## config.mk

```make
export PLATFORM = sky130hd
export DESIGN_NAME = muldiv_ctrl
export DESIGN_NICKNAME = d
export VERILOG_FILES = /design/src/rtl/muldiv_pkg.sv /design/src/rtl/muldiv_iter.sv /design/src/rtl/muldiv_ctrl.sv
export SDC_FILE = /design/constraint.sdc
export NUM_CORES = 2
export LEC_CHECK = 0
export CELL_PAD_IN_SITES_DETAIL_PLACEMENT = 1
export CELL_PAD_IN_SITES_GLOBAL_PLACEMENT = 2
export CORE_ASPECT_RATIO = 1.4
export CORE_MARGIN = 4
export CORE_UTILIZATION = 36
export CTS_CLUSTER_SIZE = 8
export DETAILED_ROUTE_END_ITERATION = 10
export PLACE_DENSITY = 0.94
export SYNTH_ARGS = -nofsm -noshare
export SYNTH_HDL_FRONTEND = slang
export SYNTH_SLANG_ARGS = --single-unit
```

## constraint.sdc

```tcl
create_clock -name clk -period 12.6 [get_ports clk]
set_clock_uncertainty 0.1 [all_clocks]
set_input_delay 3.78 -clock clk [delete_from_list [all_inputs] [get_ports clk]]
set_output_delay 3.78 -clock clk [all_outputs]
set_load 0.05 [all_outputs]
```

## src/rtl/muldiv_pkg.sv

```systemverilog
// Shared definitions for the RV64M multiply/divide sequencer:
// widths, funct3 op encodings, FSM states and a word sign-extend helper.
package muldiv_pkg;

  localparam int XLEN = 64;
  localparam int WLEN = 32;

  typedef enum logic [2:0] {
    DivMul    = 3'b000,
    DivMulh   = 3'b001,
    DivMulhsu = 3'b010,
    DivMulhu  = 3'b011,
    DivDiv    = 3'b100,
    DivDivu   = 3'b101,
    DivRem    = 3'b110,
    DivRemu   = 3'b111
  } div_sel_e;

  typedef enum logic [1:0] {
    MD_IDLE = 2'd0,
    MD_CALC = 2'd1,
    MD_DONE = 2'd2
  } md_state_e;

  function automatic logic [XLEN-1:0] sext_word(
    input logic [WLEN-1:0] v
  );
    return {{(XLEN-WLEN){v[WLEN-1]}}, v};
  endfunction

endpackage

```

## src/rtl/muldiv_iter.sv

```systemverilog
// Per-cycle mul/div datapath: shift-add multiply or restoring divide step.
// Ports: load/step controls, magnitudes opa/opb, next-state hi/lo views.
module muldiv_iter
  import muldiv_pkg::*;
(
  input  logic            clk,
  input  logic            rst,
  input  logic            load,
  input  logic            step,
  input  logic            is_div,
  input  logic [XLEN-1:0] opa,
  input  logic [XLEN-1:0] opb,
  output logic [XLEN-1:0] hi_nxt,
  output logic [XLEN-1:0] lo_nxt
);

  // hi: upper product half / partial remainder
  // lo: multiplier+low product / dividend+quotient
  logic [XLEN-1:0] hi_q;
  logic [XLEN-1:0] lo_q;
  logic [XLEN-1:0] opnd_q;

  logic [XLEN:0]   mul_sum;
  logic [XLEN:0]   trial;
  logic [XLEN-1:0] sub;
  logic            ge;

  always_comb begin
    mul_sum = {1'b0, hi_q}
            + (lo_q[0] ? {1'b0, opnd_q} : '0);
    trial = {hi_q, lo_q[XLEN-1]};
    ge    = trial >= {1'b0, opnd_q};
    // when ge holds the difference is below
    // the divisor, so XLEN bits suffice
    sub   = trial[XLEN-1:0] - opnd_q;
    if (is_div) begin
      hi_nxt = ge ? sub : trial[XLEN-1:0];
      lo_nxt = {lo_q[XLEN-2:0], ge};
    end else begin
      hi_nxt = mul_sum[XLEN:1];
      lo_nxt = {mul_sum[0], lo_q[XLEN-1:1]};
    end
  end

  always_ff @(posedge clk or posedge rst) begin
    if (rst) begin
      hi_q   <= '0;
      lo_q   <= '0;
      opnd_q <= '0;
    end else if (load) begin
      hi_q   <= '0;
      lo_q   <= opa;
      opnd_q <= opb;
    end else if (step) begin
      hi_q   <= hi_nxt;
      lo_q   <= lo_nxt;
    end
  end

endmodule

```

## src/rtl/muldiv_ctrl.sv

```systemverilog
// EX-stage RV64M sequencer: FSM, counter, special cases, sign fix-up.
// Ports: div_en/div_sel/is_word/src1/src2 in, flush, handshake, stall.
module muldiv_ctrl
  import muldiv_pkg::*;
(
  input  logic            clk,
  input  logic            rst,
  input  logic            div_en_i,
  input  logic [2:0]      div_sel_i,
  input  logic            is_word_i,
  input  logic [XLEN-1:0] src1_i,
  input  logic [XLEN-1:0] src2_i,
  input  logic            flush_i,
  output logic            in_ready_o,
  output logic            out_valid_o,
  input  logic            out_ready_i,
  output logic [XLEN-1:0] result_o,
  output logic            stall_o
);

  localparam logic [6:0] LAST_D = 7'(XLEN-1);
  localparam logic [6:0] LAST_W = 7'(WLEN-1);

  md_state_e state_q, state_d;
  logic [6:0] cnt_q;
  div_sel_e   op_q;
  logic       word_q;
  logic       neg_q;
  logic [XLEN-1:0] result_q;

  logic accept;
  logic load;
  logic step;
  logic last;

  div_sel_e        op_in;
  logic            s1, s2;
  logic            is_div_in;
  logic [XLEN-1:0] a_ext, b_ext;
  logic            a_neg, b_neg;
  logic [XLEN-1:0] a_mag, b_mag;
  logic [XLEN-1:0] load_a;
  logic [XLEN-1:0] min_val;
  logic            div_zero, div_ovf;
  logic            special;
  logic [XLEN-1:0] spec_raw, spec_res;
  logic            neg_in;

  logic [XLEN-1:0]   hi_nxt, lo_nxt;
  logic [2*XLEN-1:0] prod, prod_al, prod_fix;
  logic [XLEN-1:0]   quot_fix, rem_fix;
  logic [XLEN-1:0]   fin, fin_res;

  assign accept = div_en_i & (state_q == MD_IDLE)
                & ~flush_i;
  assign last = cnt_q == (word_q ? LAST_W : LAST_D);
  assign result_o = result_q;

  // operand conditioning at the effective width
  always_comb begin
    op_in = div_sel_e'(div_sel_i);
    s1 = op_in inside {DivMulh, DivMulhsu,
                       DivDiv, DivRem};
    s2 = op_in inside {DivMulh, DivDiv, DivRem};
    is_div_in = div_sel_i[2];
    a_ext = src1_i;
    b_ext = src2_i;
    if (is_word_i) begin
      a_ext = s1 ? sext_word(src1_i[WLEN-1:0])
                 : {{(XLEN-WLEN){1'b0}},
                    src1_i[WLEN-1:0]};
      b_ext = s2 ? sext_word(src2_i[WLEN-1:0])
                 : {{(XLEN-WLEN){1'b0}},
                    src2_i[WLEN-1:0]};
    end
    a_neg = s1 & a_ext[XLEN-1];
    b_neg = s2 & b_ext[XLEN-1];
    a_mag = a_neg ? -a_ext : a_ext;
    b_mag = b_neg ? -b_ext : b_ext;
    // word divides start with the dividend in
    // the top half so 32 shifts consume it
    load_a = (is_div_in & is_word_i)
           ? (a_mag << WLEN) : a_mag;
    min_val = is_word_i
      ? {{(XLEN-WLEN+1){1'b1}}, {(WLEN-1){1'b0}}}
      : {1'b1, {(XLEN-1){1'b0}}};
    div_zero = is_div_in & (b_ext == '0);
    div_ovf  = is_div_in & s1 & (a_ext == min_val)
             & (b_ext == '1);
    special  = div_zero | div_ovf;
    if (div_zero)
      spec_raw = div_sel_i[1] ? a_ext : '1;
    else
      spec_raw = div_sel_i[1] ? '0 : a_ext;
    spec_res = is_word_i
             ? sext_word(spec_raw[WLEN-1:0])
             : spec_raw;
    // remainder follows the dividend sign only
    neg_in = (is_div_in & div_sel_i[1])
           ? a_neg : (a_neg ^ b_neg);
  end

  // final fix-up from the last step's values
  always_comb begin
    prod = {hi_nxt, lo_nxt};
    prod_al = word_q ? (prod >> WLEN) : prod;
    prod_fix = neg_q ? -prod_al : prod_al;
    quot_fix = neg_q ? -lo_nxt : lo_nxt;
    rem_fix  = neg_q ? -hi_nxt : hi_nxt;
    fin = prod_fix[XLEN-1:0];
    unique case (op_q)
      DivMul:    fin = prod_fix[XLEN-1:0];
      DivMulh,
      DivMulhsu,
      DivMulhu:  fin = prod_fix[2*XLEN-1:XLEN];
      DivDiv,
      DivDivu:   fin = quot_fix;
      DivRem,
      DivRemu:   fin = rem_fix;
    endcase
    fin_res = word_q ? sext_word(fin[WLEN-1:0])
                     : fin;
  end

  always_comb begin
    state_d     = state_q;
    in_ready_o  = 1'b0;
    out_valid_o = 1'b0;
    stall_o     = 1'b0;
    load        = 1'b0;
    step        = 1'b0;
    unique case (state_q)
      MD_IDLE: begin
        in_ready_o = 1'b1;
        stall_o    = div_en_i;
        if (accept) begin
          load    = ~special;
          state_d = special ? MD_DONE : MD_CALC;
        end
      end
      MD_CALC: begin
        stall_o = 1'b1;
        step    = 1'b1;
        if (last)
          state_d = MD_DONE;
      end
      MD_DONE: begin
        out_valid_o = 1'b1;
        stall_o     = ~out_ready_i;
        if (out_ready_i)
          state_d = MD_IDLE;
      end
      default: state_d = MD_IDLE;
    endcase
    if (flush_i)
      state_d = MD_IDLE;
  end

  always_ff @(posedge clk or posedge rst) begin
    if (rst)
      state_q <= MD_IDLE;
    else
      state_q <= state_d;
  end

  always_ff @(posedge clk or posedge rst) begin
    if (rst) begin
      cnt_q    <= '0;
      op_q     <= DivMul;
      word_q   <= 1'b0;
      neg_q    <= 1'b0;
      result_q <= '0;
    end else if (accept) begin
      cnt_q  <= '0;
      op_q   <= op_in;
      word_q <= is_word_i;
      neg_q  <= neg_in;
      if (special)
        result_q <= spec_res;
    end else if (state_q == MD_CALC) begin
      cnt_q <= cnt_q + 7'd1;
      if (last)
        result_q <= fin_res;
    end
  end

  muldiv_iter u_iter (
    .clk    (clk),
    .rst    (rst),
    .load   (load),
    .step   (step),
    .is_div (op_q[2]),
    .opa    (load_a),
    .opb    (b_mag),
    .hi_nxt (hi_nxt),
    .lo_nxt (lo_nxt)
  );

endmodule

```

# == Yosys cells after proc, flatten, opt, wreduce, memory -nomap -nowiden ==
# Index checks and enable logic that the tools add are counted.
# op_classes
add_sub_neg,8
n_lt_le_gt_ge,1
eq_ne,20
mux,46
bitwise_logic,15
n_reduce_logical,13
# ops
op,n
$mux 64,26
$mux 128,2
$neg 64->64,4
$pmux 64 s4,1
$neg 128->128,1
$add 64x65->65,1
$ge 65x64->1,1
$eq 64x64->1,1
$eq 64x64->1 const B,1
$logic_not 64->1,1
$sub 64x64->64,1
$mux 63,1
$eq 3x3->1 const B,6
$mux 7,2
$and 1x1->1,10
$mux 2,5
$eq 3x2->1 const B,3
$ne 3x3->1 const B,3
$add 7x1->7 const B,1
$eq 7x6->1,1
$eq 3x1->1 const B,2
$mux 1,6
$mux 6,1
$pmux 2 s3,1
15 further kinds,21
# word_totals
ff_bits,270
input_bits,137
output_inout_bits,67
word_cells,112

# == Logic depth before layout (Yosys ltp) ==
# logic_depth
depth_word,12
ltp_mapped,31
ltp_nobuf,25

# == Modules after synthesis ==
# A second synthesis with hierarchy kept.
# unflattened
cells_unflattened,5476
hier_area_um2,38824.7
# modules_own_cells
module,n_inst,cells_per_inst,area_per_inst_um2,seq_area_each_um2
muldiv_ctrl,1,3056,19995.4,1951.9
muldiv_iter,1,2420,18829.3,4804.6

# == Worst setup path after synthesis ==
# OpenSTA, ideal clock, no wires.
# synth_path
path_kind,input to output
start,input port out_ready_i
end,output port stall_o
arrival_time_ns,4.707
t_required_ns,8.720
path_slack_ns,4.013
path_stages,2
path_buffers,0
cell_sequence,nand2b_1 > o22ai_1
# synth_via
elab_chain_cells,2
# synth_lines
element,line_no,text
"start, declared",muldiv_ctrl.sv:16,"input logic out_ready_i,"
$not 1->1,muldiv_ctrl.sv:149,stall_o = ~out_ready_i;
$pmux 1 s3,muldiv_ctrl.sv:132,unique case (state_q)
"end, declared",muldiv_ctrl.sv:18,output logic stall_o
# No other way between the ends.

# == Final worst setup path ==
# layout_path
start,register u_iter.lo_q[0]
end,register result_q[37] (netlist: result_o[37])
# layout_via
elab_chain_cells,11
elab_cells_between_ends,16
classes_between,4 x add/sub; 12 x mux
# layout_lines
element,line_no,text
"start, declared",muldiv_iter.sv:20,logic [XLEN-1:0] lo_q;
"start signal, assigned",muldiv_iter.sv:52,lo_q <= opa;
"start signal, assigned",muldiv_iter.sv:56,lo_q <= lo_nxt;
$mux 64,muldiv_iter.sv:30,"+ (lo_q[0] ? {1'b0, opnd_q} : '0);"
$add 64x65->65,muldiv_iter.sv:30,
$mux 64,muldiv_iter.sv:36,if (is_div) begin
$mux 128,muldiv_ctrl.sv:106,prod_al = word_q ? (prod >> WLEN) : prod;
$neg 128->128,muldiv_ctrl.sv:107,prod_fix = neg_q ? -prod_al : prod_al;
$mux 128,muldiv_ctrl.sv:107,
$pmux 64 s4 *,muldiv_ctrl.sv:111,unique case (op_q)
$mux 64 *,muldiv_ctrl.sv:121,fin_res = word_q ? sext_word(fin[WLEN-1:0])
$mux 64 *,muldiv_ctrl.sv:182,if (last)
$mux 64 *,muldiv_ctrl.sv:180,end else if (state_q == MD_CALC) begin
$mux 64 *,muldiv_ctrl.sv:173,end else if (accept) begin
"end signal, assigned",muldiv_ctrl.sv:179,result_q <= spec_res;
"end signal, assigned",muldiv_ctrl.sv:183,result_q <= fin_res;
"end, declared",muldiv_ctrl.sv:29,logic [XLEN-1:0] result_q;
# Mark *: on every way between the ends. The rest lies on a longest branch, timed or not. The select of a mux whose other input is x is not followed.
# A chain may end at the register's enable or synchronous reset.

==> metrics.txt <==
row cnt=144; Syn Inst Count=~5,700; CTS tree=yes; H-tree depth=2; full die area=between 100,000 and 150,000 um2; RSZ-0062 raised after global routing=false; WP data arrival=9.80 ns; CTS buffer count=41; Pleak=16.3 nW; Placed Area=43,000 um2; syn nets=5,966; GRT met2 Usage=69.0%; DR vias=between 50,000 and 60,000; port bufs=203; Peak supply drop=149 uV; P&R area growth vs syn=11.4%; DRT Pass-1 Iters=7; first-pass GRT wire length=383,000 um; final hold vios=0; max_slew headroom=-3.69%; number of global-route vias before repair=51,400; post-synthesis sequential area ratio=17.0%; clk_lat worst skew=0.63 ns; FFs w/ async S/R, synth=100%; failing checks=max-capacitance violations, max-slew violations; pre-CTS WS=3.31 ns; met3 Use GR=16.3%; crit path launch type=flip-flop; Slew @ Worst Pin=1.54 ns; final-report max-slew violation count=9; HP Start=result_o[12]; GRT Residual Overflow=0; number of synthesized flops with an enable pin=0; Chip Height=401 um; Avg WL per Cell=37.9 um; CP required=12.94 ns; GP Congestion=between 1 and 1.5; Critical Setup Path Class=flip-flop to flip-flop; largest net degree at the start of global routing=136; Fmax=between 100 and 150 MHz; initial core utilization=36.2%; clk sinks=270; IO Count=204; worst hold path type=flip-flop to flip-flop; final worst-path cycle share=75.1%; Main synth FF type=dfrtp_1; clk buf depth=3; min cycle time layout=9.46 ns; power per standard cell area=293 nW/um2; Nets=5,940; total track usage=45.6%; WHS Endpoint=result_o[12]; Iter 0 DRT Violations=6,858; RR Startpoint=u_iter.lo_q[0]; number of cells upsized or downsized after cts=0; DRC Markers=0; R2R cell count=22; hold buffers post-CTS=0; Min-Delay Path Depth=2; clk slew on worst S/H paths=0.06 ns; met1 Use GR=~46%; RR Endpoint=result_o[37]; Die W=around 290 um; setup violators final=0; Synth cell types=138; FF-to-FF setup slack=3.14 ns; DR vias/cell=7.20; initial antenna violation count=31; outcome=complete, but fails checks; final wirelength=roughly 270,000 um; Yosys reg bits=270; Finished Cell Area=between 40,000 and 50,000 um2; main area contributors after synthesis=dfrtp_1 17%, o21ai_0 7.2%, a21oi_1 6.3%; gr busiest metal=met2; # Post-CTS Setup Buffers=0; CTS root buffer=clkbuf_16; CP Max Fanout=58; antenna viol nets, final=0; Critical Path Sink Type=flip-flop; layout cell share with drive strength beyond 1=about 7.6%; core area=110,000 um2; DP HPWL=206,000 um; Synth area leader=dfrtp_1; setup ws final=3.14 ns; post-synth top area share=17.0%; setup TNS=0 ns; synthesized cell area=around 40,000 um2; max-cap violations=2; syn avg cell area=6.99 um2; number of synthesis warnings=0
## stage by stage
stage               instances  hold slack [ns]  total power, W  utilization [%]
floorplan                5692            0.363         0.00702                -
global placement         7076            0.366          0.0108             39.1
detailed placement       7076            0.386          0.0109             39.1
CTS                      7130            0.402          0.0121             40.2
global route             7140            0.435          0.0132             40.3
finish                   7157            0.404          0.0130             40.4
## area by class of cell
type | count | area, um2
fillers | 13900 | 65600
multi-input cells | 4867 | 30800
flip-flops and latches | 270 | 6770
repair buffers | 343 | 3160
well taps | 1460 | 1830
clock buffers | 47 | 1070
inverters | 143 | 547
clock inverters | 7 | 82.6
diodes | 20 | 50.0
## per-layer routing
layer | vias to the layer above | routed length, um
met4 | 22 | 39800
met1 | 25100 | 86200
li1 | 21000 | -
met3 | 1686 | 29000
met5 | - | 273
met2 | 3649 | 116000
## where the power goes
part           internal (W)  total (W)  leakage, nW  switching (W)
clock network      0.000615    0.00109        0.569       0.000473
registers           0.00109    0.00165         3.26       0.000554
logic               0.00285     0.0103         12.5        0.00743
total               0.00455     0.0130         16.3        0.00846
## Yosys cell counts, types with 29 or more instances
cell type / n
xnor2_1: 212
ha_1: 135
nand3_1: 171
a21oi_1: 503
nor2_1: 563
dfrtp_1: 270
mux2_2: 33
nand2b_1: 41
clkbuf_1: 276
buf_2: 78
a21o_1: 47
and3_1: 31
o21a_1: 43
inv_1: 136
mux2i_1: 92
xor2_1: 163
o221ai_1: 37
maj3_1: 35
a211oi_1: 74
o31ai_1: 88
a31oi_1: 74
nand2_1: 668
nor4_1: 66
a22oi_1: 32
a221oi_1: 29
nor3_1: 133
and2_1: 100
o21ai_0: 575
nor2b_1: 47
o211ai_1: 63
nand4_1: 130
o41ai_1: 32
or3_1: 62
## worst max path at each step
| stage | startpoint | to | depth (start not counted) |
|---|---|---|---|
| detailed placement | div_en_i | stall_o | 4 |
| finish | u_iter.lo_q[0] | result_o[37] | 22 |
| floorplan | rst | cnt_q[0] | 1 |
| global placement | div_en_i | stall_o | 4 |
| CTS | div_en_i | stall_o | 4 |
| global route | u_iter.lo_q[0] | result_o[37] | 22 |
## kinds of logic (layout without fill, tap and decap cells)
| family | Yosys count | count (layout) | share of synthesized area (%) |
|---|---|---|---|
| and+or+nand+nor | 2203 | 2203 | 27.3 |
| AOI/OAI and AO/OA | 1980 | 1980 | 32.4 |
| buffers and inverters | 555 | 540 | 5.99 |
| xor gates and xnor gates | 375 | 375 | 8.25 |
| DFF | 270 | 270 | 17.0 |
| adders and majority gates | 172 | 172 | 5.22 |
| muxes | 137 | 137 | 3.94 |
| other | 0 | 20 | 0 |
## critical path: stages, from the launching register on
cell,delay [ns]
dfrtp_2,0.46
buf_4,0.53
and2_1,0.22
ha_1,0.16
inv_1,0.06
fa_1,0.44
nor2b_1,0.23
o2111ai_1,0.19
a2111oi_0,0.93
nor3_1,0.35
o21ai_1,0.83
mux2i_1,0.21
a311oi_2,0.24
buf_4,0.30
nand2_1,0.68
a32o_1,0.56
o2111ai_1,0.41
nor3_1,0.17
nor4bb_1,0.22
o31ai_1,0.32
nand2_1,0.65
nor4_1,0.78
o21ai_0,0.21
## sequential cells by signal (all words and copies together), names as in the netlist
signal	cells
u_iter.opnd_q	64
state_q	2
result_o	64
u_iter.lo_q	64
u_iter.hi_q	64
neg_q	1
word_q	1
op_q	3
cnt_q	7
## cells in the final DEF (no fill, tap or decap), types with 90 or more instances in the layout
| cell type | n |
|---|---|
| nand2_1 | 668 |
| dfrtp_1 | 266 |
| inv_1 | 134 |
| o21ai_0 | 574 |
| buf_4 | 131 |
| a21oi_1 | 499 |
| nor2_1 | 553 |
| mux2i_1 | 90 |
| and2_1 | 100 |
| clkdlybuf4s50_1 | 202 |
| nor3_1 | 133 |
| ha_1 | 135 |
| nand3_1 | 171 |
| xnor2_1 | 212 |
| nand4_1 | 130 |
| xor2_1 | 162 |
No activity file was read; power rests on OpenSTA's default activity.
